--- src/rtl/pipe_hazard_ctrl_if.sv ---
// -----------------------------------------------------------------------------
// pipe_hazard_ctrl_if
//
// Purpose: bundles the hazard status coming from the pipeline datapath and the
// stage-register controls going back to it, so the sequencer and the datapath
// exchange one port instead of two dozen loose wires.
//
// Signals (datapath -> sequencer):
//   ihit          instruction fetch complete this cycle
//   dmem_req      EX/MEM holds a load or store
//   dhit          data access complete this cycle
//   idex_memread  ID/EX holds a load
//   idex_rt[4:0]  ID/EX load destination register
//   ifid_rs[4:0]  rs field of the IF/ID instruction
//   ifid_rt[4:0]  rt field of the IF/ID instruction
//   branch_taken  branch resolved taken in MEM
//   halt_mem      HALT opcode present in EX/MEM
// Signals (sequencer -> datapath):
//   pc_wen, {ifid,idex,exmem,memwb}_{wen,flush}, halted, mem_err
//   stall_cnt[31:0], flush_cnt[31:0]   only when HAZARD_PERF_EN is defined
//
// Modports: master = datapath side, slave = sequencer side.
// Optional feature macro: HAZARD_PERF_EN
// -----------------------------------------------------------------------------
interface pipe_hazard_ctrl_if;
    logic       ihit;
    logic       dmem_req;
    logic       dhit;
    logic       idex_memread;
    logic [4:0] idex_rt;
    logic [4:0] ifid_rs;
    logic [4:0] ifid_rt;
    logic       branch_taken;
    logic       halt_mem;

    logic       pc_wen;
    logic       ifid_wen;
    logic       ifid_flush;
    logic       idex_wen;
    logic       idex_flush;
    logic       exmem_wen;
    logic       exmem_flush;
    logic       memwb_wen;
    logic       memwb_flush;
    logic       halted;
    logic       mem_err;
`ifdef HAZARD_PERF_EN
    logic [31:0] stall_cnt;
    logic [31:0] flush_cnt;
`endif

    modport master (
        output ihit, dmem_req, dhit, idex_memread, idex_rt, ifid_rs, ifid_rt,
               branch_taken, halt_mem,
        input  pc_wen, ifid_wen, ifid_flush, idex_wen, idex_flush,
               exmem_wen, exmem_flush, memwb_wen, memwb_flush, halted, mem_err
`ifdef HAZARD_PERF_EN
        , input stall_cnt, flush_cnt
`endif
    );

    modport slave (
        input  ihit, dmem_req, dhit, idex_memread, idex_rt, ifid_rs, ifid_rt,
               branch_taken, halt_mem,
        output pc_wen, ifid_wen, ifid_flush, idex_wen, idex_flush,
               exmem_wen, exmem_flush, memwb_wen, memwb_flush, halted, mem_err
`ifdef HAZARD_PERF_EN
        , output stall_cnt, flush_cnt
`endif
    );
endinterface

--- src/rtl/pipe_hazard_ctrl.sv ---
// -----------------------------------------------------------------------------
// pipe_hazard_ctrl
//
// Purpose: central sequencer for the 5-stage pipeline register chain. Decides
// every cycle which stage registers load, which are cleared to a bubble, and
// whether the PC advances. Handles data-memory wait stalls (with a timeout
// flag), load-use hazards, taken-branch squashes, instruction-fetch misses and
// the drain/stop sequence after HALT reaches MEM.
//
// Ports:
//   CLK   system clock, all state on the rising edge
//   RST   synchronous, active-high reset
//   hz    pipe_hazard_ctrl_if.slave (hazard status in, stage controls out)
//
// Parameters:
//   DRAIN_CYCLES  cycles spent in DRAIN before HALTED (1..7)
//   MEM_TIMEOUT   consecutive data-wait cycles that raise mem_err (8-bit)
//
// Optional feature macro: HAZARD_PERF_EN
//   defined   -> hz.stall_cnt / hz.flush_cnt performance counters exist
//   undefined -> no counter logic
//
// Control outputs are combinational from state and inputs; only the state,
// the wait/drain counters, halted, mem_err and the optional counters are
// registered.
// -----------------------------------------------------------------------------
module pipe_hazard_ctrl #(
    parameter int unsigned DRAIN_CYCLES = 2,
    parameter int unsigned MEM_TIMEOUT  = 255
) (
    input  logic              CLK,
    input  logic              RST,
    pipe_hazard_ctrl_if.slave hz
);

    typedef enum logic [1:0] {
        ST_RUN,
        ST_DWAIT,
        ST_DRAIN,
        ST_HALTED
    } state_t;

    // One bit per control line; all-zero is the full-freeze pattern.
    typedef struct packed {
        logic pc_wen;
        logic ifid_wen;
        logic ifid_flush;
        logic idex_wen;
        logic idex_flush;
        logic exmem_wen;
        logic exmem_flush;
        logic memwb_wen;
        logic memwb_flush;
    } ctrl_t;

    localparam logic [7:0] TIMEOUT_LIM = 8'(MEM_TIMEOUT);
    localparam logic [2:0] DRAIN_LIM   = 3'(DRAIN_CYCLES);

    state_t     state_q, state_d;
    logic [7:0] tcnt_q,  tcnt_d;
    logic [2:0] dcnt_q,  dcnt_d;
    logic       halted_q, halted_d;
    logic       mem_err_q, mem_err_d;

    ctrl_t      run_ctrl;     // outcome of the RUN priority list, minus the memory-wait rule
    logic       run_halt;
    logic       run_branch;
    logic       load_use;
    ctrl_t      ctrl;
    logic       dfreeze;      // this cycle is a data-memory wait freeze
    logic       branch_sq;    // a taken-branch squash is issued this cycle

    // ------------------------------------------------------------------------
    // Priority resolution shared by RUN and the releasing DWAIT cycle.
    // Rule order: halt > branch > load-use > fetch miss > normal flow.
    // A load-use stall outranks a fetch miss so that the stalled instruction
    // in IF/ID is held rather than being flushed away.
    // ------------------------------------------------------------------------
    assign load_use = hz.idex_memread && (hz.idex_rt != 5'd0) &&
                      ((hz.idex_rt == hz.ifid_rs) || (hz.idex_rt == hz.ifid_rt));

    // NOTE: every signal written in an always_comb is given a default first, so
    // no path leaves it unassigned and no latch is inferred.
    always_comb begin
        run_ctrl   = '0;
        run_halt   = 1'b0;
        run_branch = 1'b0;
        if (hz.halt_mem) begin
            run_halt             = 1'b1;
            run_ctrl.ifid_flush  = 1'b1;
            run_ctrl.idex_flush  = 1'b1;
            run_ctrl.exmem_flush = 1'b1;
            run_ctrl.memwb_wen   = 1'b1;
        end else if (hz.branch_taken) begin
            run_branch           = 1'b1;
            run_ctrl.pc_wen      = 1'b1;
            run_ctrl.ifid_flush  = 1'b1;
            run_ctrl.idex_flush  = 1'b1;
            run_ctrl.exmem_flush = 1'b1;
            run_ctrl.memwb_wen   = 1'b1;
        end else if (load_use) begin
            // Hold PC and IF/ID, inject a bubble into ID/EX, let the rest move.
            run_ctrl.idex_flush  = 1'b1;
            run_ctrl.exmem_wen   = 1'b1;
            run_ctrl.memwb_wen   = 1'b1;
        end else if (!hz.ihit) begin
            // Fetch not back yet: bubble into IF/ID, downstream keeps flowing.
            run_ctrl.ifid_flush  = 1'b1;
            run_ctrl.idex_wen    = 1'b1;
            run_ctrl.exmem_wen   = 1'b1;
            run_ctrl.memwb_wen   = 1'b1;
        end else begin
            run_ctrl.pc_wen      = 1'b1;
            run_ctrl.ifid_wen    = 1'b1;
            run_ctrl.idex_wen    = 1'b1;
            run_ctrl.exmem_wen   = 1'b1;
            run_ctrl.memwb_wen   = 1'b1;
        end
    end

    // ------------------------------------------------------------------------
    // Next-state and control outputs.
    // ------------------------------------------------------------------------
    always_comb begin
        state_d   = state_q;
        tcnt_d    = tcnt_q;
        dcnt_d    = dcnt_q;
        halted_d  = halted_q;
        mem_err_d = mem_err_q;
        ctrl      = '0;
        dfreeze   = 1'b0;
        branch_sq = 1'b0;

        case (state_q)
            ST_RUN: begin
                if (hz.dmem_req && !hz.dhit) begin
                    dfreeze = 1'b1;
                    state_d = ST_DWAIT;
                    tcnt_d  = 8'd1;
                end else begin
                    ctrl      = run_ctrl;
                    branch_sq = run_branch;
                    if (run_halt) begin
                        state_d = ST_DRAIN;
                        dcnt_d  = 3'd1;
                    end
                end
            end

            ST_DWAIT: begin
                if (!hz.dhit) begin
                    dfreeze = 1'b1;
                    if (tcnt_q != 8'hFF) begin
                        tcnt_d = tcnt_q + 8'd1;
                    end
                end else begin
                    ctrl      = run_ctrl;
                    branch_sq = run_branch;
                    tcnt_d    = 8'd0;
                    if (run_halt) begin
                        state_d = ST_DRAIN;
                        dcnt_d  = 3'd1;
                    end else begin
                        state_d = ST_RUN;
                    end
                end
            end

            ST_DRAIN: begin
                // Front of the pipe is squashed while MEM/WB retires what is left.
                ctrl.ifid_flush  = 1'b1;
                ctrl.idex_flush  = 1'b1;
                ctrl.exmem_flush = 1'b1;
                ctrl.memwb_wen   = 1'b1;
                if (dcnt_q == DRAIN_LIM) begin
                    state_d  = ST_HALTED;
                    dcnt_d   = 3'd0;
                    halted_d = 1'b1;
                end else begin
                    dcnt_d = dcnt_q + 3'd1;
                end
            end

            ST_HALTED: begin
                halted_d = 1'b1;
            end

            default: begin
                state_d = ST_RUN;
            end
        endcase

        // The flag rises on the edge where the wait count reaches the limit, so
        // it is visible in the same cycle the counter shows MEM_TIMEOUT.
        if (dfreeze && (tcnt_d == TIMEOUT_LIM)) begin
            mem_err_d = 1'b1;
        end

        // Reset forces every stage to a bubble and stops the PC, whatever
        // the state machine is in the middle of.
        if (RST) begin
            ctrl             = '0;
            ctrl.ifid_flush  = 1'b1;
            ctrl.idex_flush  = 1'b1;
            ctrl.exmem_flush = 1'b1;
            ctrl.memwb_flush = 1'b1;
            dfreeze          = 1'b0;
            branch_sq        = 1'b0;
        end
    end

    // NOTE: state is updated with non-blocking assignments so every register
    // samples the pre-edge values, independent of statement order.
    always_ff @(posedge CLK) begin
        if (RST) begin
            state_q   <= ST_RUN;
            tcnt_q    <= 8'd0;
            dcnt_q    <= 3'd0;
            halted_q  <= 1'b0;
            mem_err_q <= 1'b0;
        end else begin
            state_q   <= state_d;
            tcnt_q    <= tcnt_d;
            dcnt_q    <= dcnt_d;
            halted_q  <= halted_d;
            mem_err_q <= mem_err_d;
        end
    end

    assign hz.pc_wen      = ctrl.pc_wen;
    assign hz.ifid_wen    = ctrl.ifid_wen;
    assign hz.ifid_flush  = ctrl.ifid_flush;
    assign hz.idex_wen    = ctrl.idex_wen;
    assign hz.idex_flush  = ctrl.idex_flush;
    assign hz.exmem_wen   = ctrl.exmem_wen;
    assign hz.exmem_flush = ctrl.exmem_flush;
    assign hz.memwb_wen   = ctrl.memwb_wen;
    assign hz.memwb_flush = ctrl.memwb_flush;
    // Sticky flags read as 0 for the whole reset cycle, not just after the edge.
    assign hz.halted      = halted_q  & ~RST;
    assign hz.mem_err     = mem_err_q & ~RST;

`ifdef HAZARD_PERF_EN
    logic [31:0] stall_cnt_q;
    logic [31:0] flush_cnt_q;
    logic        stall_evt;

    // Counts PC-stall cycles only while the pipe is live; DRAIN and HALTED
    // are not stalls, and both counters freeze once halted.
    assign stall_evt = ((state_q == ST_RUN) || (state_q == ST_DWAIT)) && !ctrl.pc_wen;

    always_ff @(posedge CLK) begin
        if (RST) begin
            stall_cnt_q <= 32'd0;
            flush_cnt_q <= 32'd0;
        end else begin
            if (stall_evt) begin
                stall_cnt_q <= stall_cnt_q + 32'd1;
            end
            if (branch_sq) begin
                flush_cnt_q <= flush_cnt_q + 32'd1;
            end
        end
    end

    assign hz.stall_cnt = stall_cnt_q;
    assign hz.flush_cnt = flush_cnt_q;
`endif

endmodule

--- src/flat_wrapper.sv ---
// flat-port wrapper written by rule: the top's interface ports become plain ports
module pipe_hazard_ctrl_flat 
#(
    parameter int unsigned DRAIN_CYCLES = 2,
    parameter int unsigned MEM_TIMEOUT  = 255
)
  (CLK, RST, hz_ihit, hz_dmem_req, hz_dhit, hz_idex_memread, hz_idex_rt, hz_ifid_rs, hz_ifid_rt, hz_branch_taken, hz_halt_mem, hz_pc_wen, hz_ifid_wen, hz_ifid_flush, hz_idex_wen, hz_idex_flush, hz_exmem_wen, hz_exmem_flush, hz_memwb_wen, hz_memwb_flush, hz_halted, hz_mem_err);
  pipe_hazard_ctrl_if hz_i ();
  input  logic CLK;
  input  logic RST;
  input wire logic [$bits(hz_i.ihit)-1:0] hz_ihit;
  input wire logic [$bits(hz_i.dmem_req)-1:0] hz_dmem_req;
  input wire logic [$bits(hz_i.dhit)-1:0] hz_dhit;
  input wire logic [$bits(hz_i.idex_memread)-1:0] hz_idex_memread;
  input wire logic [$bits(hz_i.idex_rt)-1:0] hz_idex_rt;
  input wire logic [$bits(hz_i.ifid_rs)-1:0] hz_ifid_rs;
  input wire logic [$bits(hz_i.ifid_rt)-1:0] hz_ifid_rt;
  input wire logic [$bits(hz_i.branch_taken)-1:0] hz_branch_taken;
  input wire logic [$bits(hz_i.halt_mem)-1:0] hz_halt_mem;
  output wire logic [$bits(hz_i.pc_wen)-1:0] hz_pc_wen;
  output wire logic [$bits(hz_i.ifid_wen)-1:0] hz_ifid_wen;
  output wire logic [$bits(hz_i.ifid_flush)-1:0] hz_ifid_flush;
  output wire logic [$bits(hz_i.idex_wen)-1:0] hz_idex_wen;
  output wire logic [$bits(hz_i.idex_flush)-1:0] hz_idex_flush;
  output wire logic [$bits(hz_i.exmem_wen)-1:0] hz_exmem_wen;
  output wire logic [$bits(hz_i.exmem_flush)-1:0] hz_exmem_flush;
  output wire logic [$bits(hz_i.memwb_wen)-1:0] hz_memwb_wen;
  output wire logic [$bits(hz_i.memwb_flush)-1:0] hz_memwb_flush;
  output wire logic [$bits(hz_i.halted)-1:0] hz_halted;
  output wire logic [$bits(hz_i.mem_err)-1:0] hz_mem_err;
  assign hz_i.ihit = hz_ihit;
  assign hz_i.dmem_req = hz_dmem_req;
  assign hz_i.dhit = hz_dhit;
  assign hz_i.idex_memread = hz_idex_memread;
  assign hz_i.idex_rt = hz_idex_rt;
  assign hz_i.ifid_rs = hz_ifid_rs;
  assign hz_i.ifid_rt = hz_ifid_rt;
  assign hz_i.branch_taken = hz_branch_taken;
  assign hz_i.halt_mem = hz_halt_mem;
  assign hz_pc_wen = hz_i.pc_wen;
  assign hz_ifid_wen = hz_i.ifid_wen;
  assign hz_ifid_flush = hz_i.ifid_flush;
  assign hz_idex_wen = hz_i.idex_wen;
  assign hz_idex_flush = hz_i.idex_flush;
  assign hz_exmem_wen = hz_i.exmem_wen;
  assign hz_exmem_flush = hz_i.exmem_flush;
  assign hz_memwb_wen = hz_i.memwb_wen;
  assign hz_memwb_flush = hz_i.memwb_flush;
  assign hz_halted = hz_i.halted;
  assign hz_mem_err = hz_i.mem_err;
  pipe_hazard_ctrl #(.DRAIN_CYCLES(DRAIN_CYCLES), .MEM_TIMEOUT(MEM_TIMEOUT)) u_core (.CLK(CLK), .RST(RST), .hz(hz_i));
endmodule
--- config.mk ---
export PLATFORM = sky130hd
export DESIGN_NAME = pipe_hazard_ctrl_flat
export DESIGN_NICKNAME = d
export VERILOG_FILES = /design/src/rtl/pipe_hazard_ctrl_if.sv /design/src/rtl/pipe_hazard_ctrl.sv /design/src/flat_wrapper.sv
export SDC_FILE = /design/constraint.sdc
export NUM_CORES = 1
export LEC_CHECK = 0
export ABC_AREA = 1
export CAP_MARGIN = 20
export CORE_AREA = 2 2 60 62
export CTS_BUF_LIST = sky130_fd_sc_hd__clkbuf_4
export CTS_CLUSTER_DIAMETER = 50
export DETAILED_ROUTE_END_ITERATION = 6
export DIE_AREA = 0 0 62 64
export GPL_ROUTABILITY_DRIVEN = 0
export SYNTH_ARGS = -nofsm -noshare
export SYNTH_HDL_FRONTEND = slang
export SYNTH_SLANG_ARGS = --single-unit
--- constraint.sdc ---
create_clock -name CLK -period 3.4 [get_ports CLK]
set_input_delay 0.68 -clock CLK [delete_from_list [all_inputs] [get_ports CLK]]
set_output_delay 0.68 -clock CLK [all_outputs]
set_load 0.01 [all_outputs]
# Yosys cells after proc, flatten, opt, wreduce, memory -nomap -nowiden
# Cells that the tools add are included.
# word_totals
register_bits,15
latch_bits,0
mem_bits_rw,0
rom_bits,0
input_bits,23
memories,0
# classes
addsub,2
multipliers,0
n_div,0
magnitude_cmp,0
eq_ne,12
shift,0
mux,48
bitwise_logic,3
reduce_logical,13
# op_table
operator,n
$mux W9,3
$mux W8,3
$mux W1,17
$mux W2,8
$pmux W8 S2,1
$mux W3,4
$pmux W2 S3,2
$eq A5 B5 Y1,2
$pmux W1 S2,5
$pmux W3 S3,1
$add A8 B1 Y8 const B,1
$eq A8 B8 Y1 const B,1
$ne A8 B8 Y1 const B,1
$pmux W1 S3,2
$reduce_bool A5 Y1,1
$eq A2 B2 Y1 const B,2
$logic_and A1 B1 Y1,4
$mux W4,1
$ne A2 B2 Y1 const B,2
$pmux W2 S2,1
$reduce_and A4 Y1,1
$add A3 B1 Y3 const B,1
$eq A3 B2 Y1 const B,1
$ne A3 B1 Y1 const B,1
other kinds (11),12

# Logic depth before layout (Yosys ltp)
# logic_depth
ltp_word,9
depth_mapped,13
depth_no_buf,13

# Worst setup path after synthesis
# OpenSTA, ideal clock, no wires.
# synth_timing
path_type,input to output
from,input hz_dhit
to,output hz_ifid_wen
arrival_ns,1.551
t_required_ns,2.720
slack_ns,1.169
stages,8
path_buffers,0
cell_sequence,inv_1 -> nand2_1 -> nand2_1 -> o21ai_0 -> nand3_1 -> nor2_1 -> nand2_1 -> nor2_1
# synth_via
elab_chain_cells,5
# synth_rtl
element,line_no,source
from (decl),flat_wrapper.sv:13,input wire logic [$bits(hz_i.dhit)-1:0] hz_dhit;
$logic_not A1 Y1,pipe_hazard_ctrl.sv:136,if (hz.dmem_req && !hz.dhit) begin
$logic_and A1 B1 Y1,pipe_hazard_ctrl.sv:136,
$mux W9,pipe_hazard_ctrl.sv:136,
$pmux W2 S2 (*),pipe_hazard_ctrl.sv:134,case (state_q)
$mux W9 (*),pipe_hazard_ctrl.sv:201,if (RST) begin
to (decl),flat_wrapper.sv:21,output wire logic [$bits(hz_i.ifid_wen)-1:0] hz_ifid_wen;
# Mark *: on every way between the ends. The rest lies on a longest branch, timed or not.

# Worst setup path in the final report
# Ends and elaborated chain as after synthesis.

==> metrics.txt <==
CP Capture Type output pin; CTS tree built; Unique masters post-synth 27; CTS sink cnt 15; synth cell count leaders 50 x nand2_1, 32 x nor2_1, 29 x inv_1; Ys Warns 0; Slew Limit Fails 0; Port Buffer Count 33; post-CTS setup buffer count 0; largest cells by area after synthesis dfxtp_1 24%, nand2_1 15%, nor2_1 9.7%; Worst setup SP type primary input; Power Dens Cells 469.9 mW/mm2; Detail Placement HPWL 2340 um; clock network power share 14.4%; post-synthesis async set-or-reset flop share 0%; layout cells sized above 1 5.882%; Top FF cell, synth dfxtp_1; most frequent cell after synthesis nand2_1; die width 62 um; initial core utilization 37.75%; clk buf depth 2; first-pass GRT wire length 4947 um; Resize count post-CTS 0; status finished, final reports clean; WL final 2881 um; ANT cells 0; # nets final 267; Cell Chain, Critical Path clkdlybuf4s50_1 > inv_1 > nand2_1 > nand2_1 > o21ai_2 > nand3_1 > nor2_1 > nand2_1 > nor2_1 > clkdlybuf4s50_1; unrepaired setup endpoints after global routing no; P&R area growth vs syn 33.70%; GRT Total Usage 16.23%; CP dominant cell by count nand2_1; Skew-Pair Late Insertion Delay 0.29 ns; CP max-delay cell clkdlybuf4s50_1; Sw Pwr 0.0003343 W; Tcrit/Tclk final 94.70%; Hold Path Class reg -> reg; final hold slack 0.4766 ns; Die Area 0.003968 mm2; register bit total from synthesis 15; Final setup viols 0; DR pass1 iterations 4; Post-Syn Nets 231; Worst path max stage delay 0.54 ns; Core Area 0.003284 mm2; Rel. slew slack 49.91%; placed insts 280; clock skew 0.004182 ns; vias in the first global route 1204; antenna viol nets, final 0; Required @ worst endpoint 2.72 ns; clk slew on worst S/H paths 0.09 ns; Synth top area share 24.22%; leakage 0.7606 nW; IO Pins 34; Die Height 64 um; Flop pwr share 29.3%; routed length per instance 10.14 um; CTS Buf Count 3; initial antenna violation count 0; vias 1337; Mean Syn Cell Area 6.108 um2; dpl ws 0.06096 ns; Hold Fails Final Rpt 0; initial DRC count 64; # H-tree levels 1; largest net degree at the start of global routing 12; root buf cell clkbuf_4; Post-synth EDFFs 0; via/cell ratio 4.708; post-synthesis sequential area ratio 24.22%; Std-Cell Rows 21; post-route setup slack 0.1803 ns; Peak VDD IR 0.0003442 V; crit path DAT 2.54 ns; Power Internal 0.0004448 W; combinational share of power 56.3%; switching part of the total 42.91%; Gate Count Post-Synth 203; fin crit period 3.220 ns; total power 0.0007791 W; hold_buf cts 0; max-cap viol count 0; Mapped Area 0.001240 mm2; Cell Count, Final, Fillers Out 284; largest area contributor in the netlist dfxtp_1; Residual DRC 0; crit-path max FO 3; Sum Neg Setup Slack 0 ns; CP Class in -> out; Worst Tran Pin Value 0.7486 ns; aggregate global routing overflow 0; f_max 310.6 MHz
==> final timing paths <==
check	from	end	slack (ns)	depth (start not counted)
hold / removal	u_core.mem_err_q$_SDFFE_PP0P_	u_core.mem_err_q$_SDFFE_PP0P_	0.48	2
hold reg to reg	u_core.mem_err_q$_SDFFE_PP0P_	u_core.mem_err_q$_SDFFE_PP0P_	0.48	2
setup / recovery	hz_dhit	hz_ifid_wen	0.18	10
setup reg to reg	u_core.state_q[1]$_SDFFE_PP0P_	u_core.mem_err_q$_SDFFE_PP0P_	1.29	12
==> stage by stage <==
step                util, %  cell area, um2
finish                50.48            1658
global route          50.48            1658
CTS                   50.13            1647
detailed placement    49.22            1617
global placement      49.22            1617
floorplan                 -            1240
==> power groups by stage <==
stage	combinational, W	clock, W	sequential, W
floorplan	0.000286	0	0.000226
global placement	0.000435	0	0.000232
detailed placement	0.000431	0	0.000232
CTS	0.000435	0.000117	0.000228
global route	0.000495	0.000124	0.000232
finish	0.000439	0.000112	0.000228
==> cells by family after synthesis <==
group / after synthesis / share of synthesized area, %
and+or+nand+nor: 110 / 39.36
buffers and inverters: 35 / 11.20
AOI/OAI and AO/OA: 27 / 12.41
DFF: 15 / 24.22
xor gates and xnor gates: 11 / 7.770
adders and majority gates: 5 / 5.045
==> critical path: cells and delay by family <==
kind	cells	cell delay, ns
buffers and inverters	3	1.15
AO/OA/AOI/OAI	1	0.09
AND/OR/NAND/NOR	6	0.62
==> per-layer routing <==
layer / share of wire (%) / vias up / track usage (%)
met5: 0 / - / 0
li1: - / 715 / -
met1: 49 / 584 / 21.03
met2: 44 / 33 / 24.87
met3: 5.6 / 5 / 4.858
met4: 1.7 / 0 / 5.851
==> area by class of cell <==
type,instances,area (um2)
clock buffers,4,30.03
fillers,369,1627
inverters,32,120.1
multi-input cells,153,807.0
flip-flops and latches,15,300.3
well taps,46,57.56
repair buffers,34,342.8
==> cell usage in the layout, fill, tap and decap left out, types with 6 or more instances in the layout <==
cell type        instances
nand2_1                 50
clkdlybuf4s50_1         31
nor2_1                  31
xnor2_1                  6
o21ai_0                  9
a21oi_1                 10
nand3_1                 17
inv_1                   29
dfxtp_1                 15
==> state kept, by name (all words and copies together), names as in the netlist <==
name	count
u_core.tcnt_q	8
u_core.dcnt_q	3
u_core.state_q	2
u_core.halted_q	1
u_core.mem_err_q	1
Note: power is estimated with default switching activity, not from simulation.
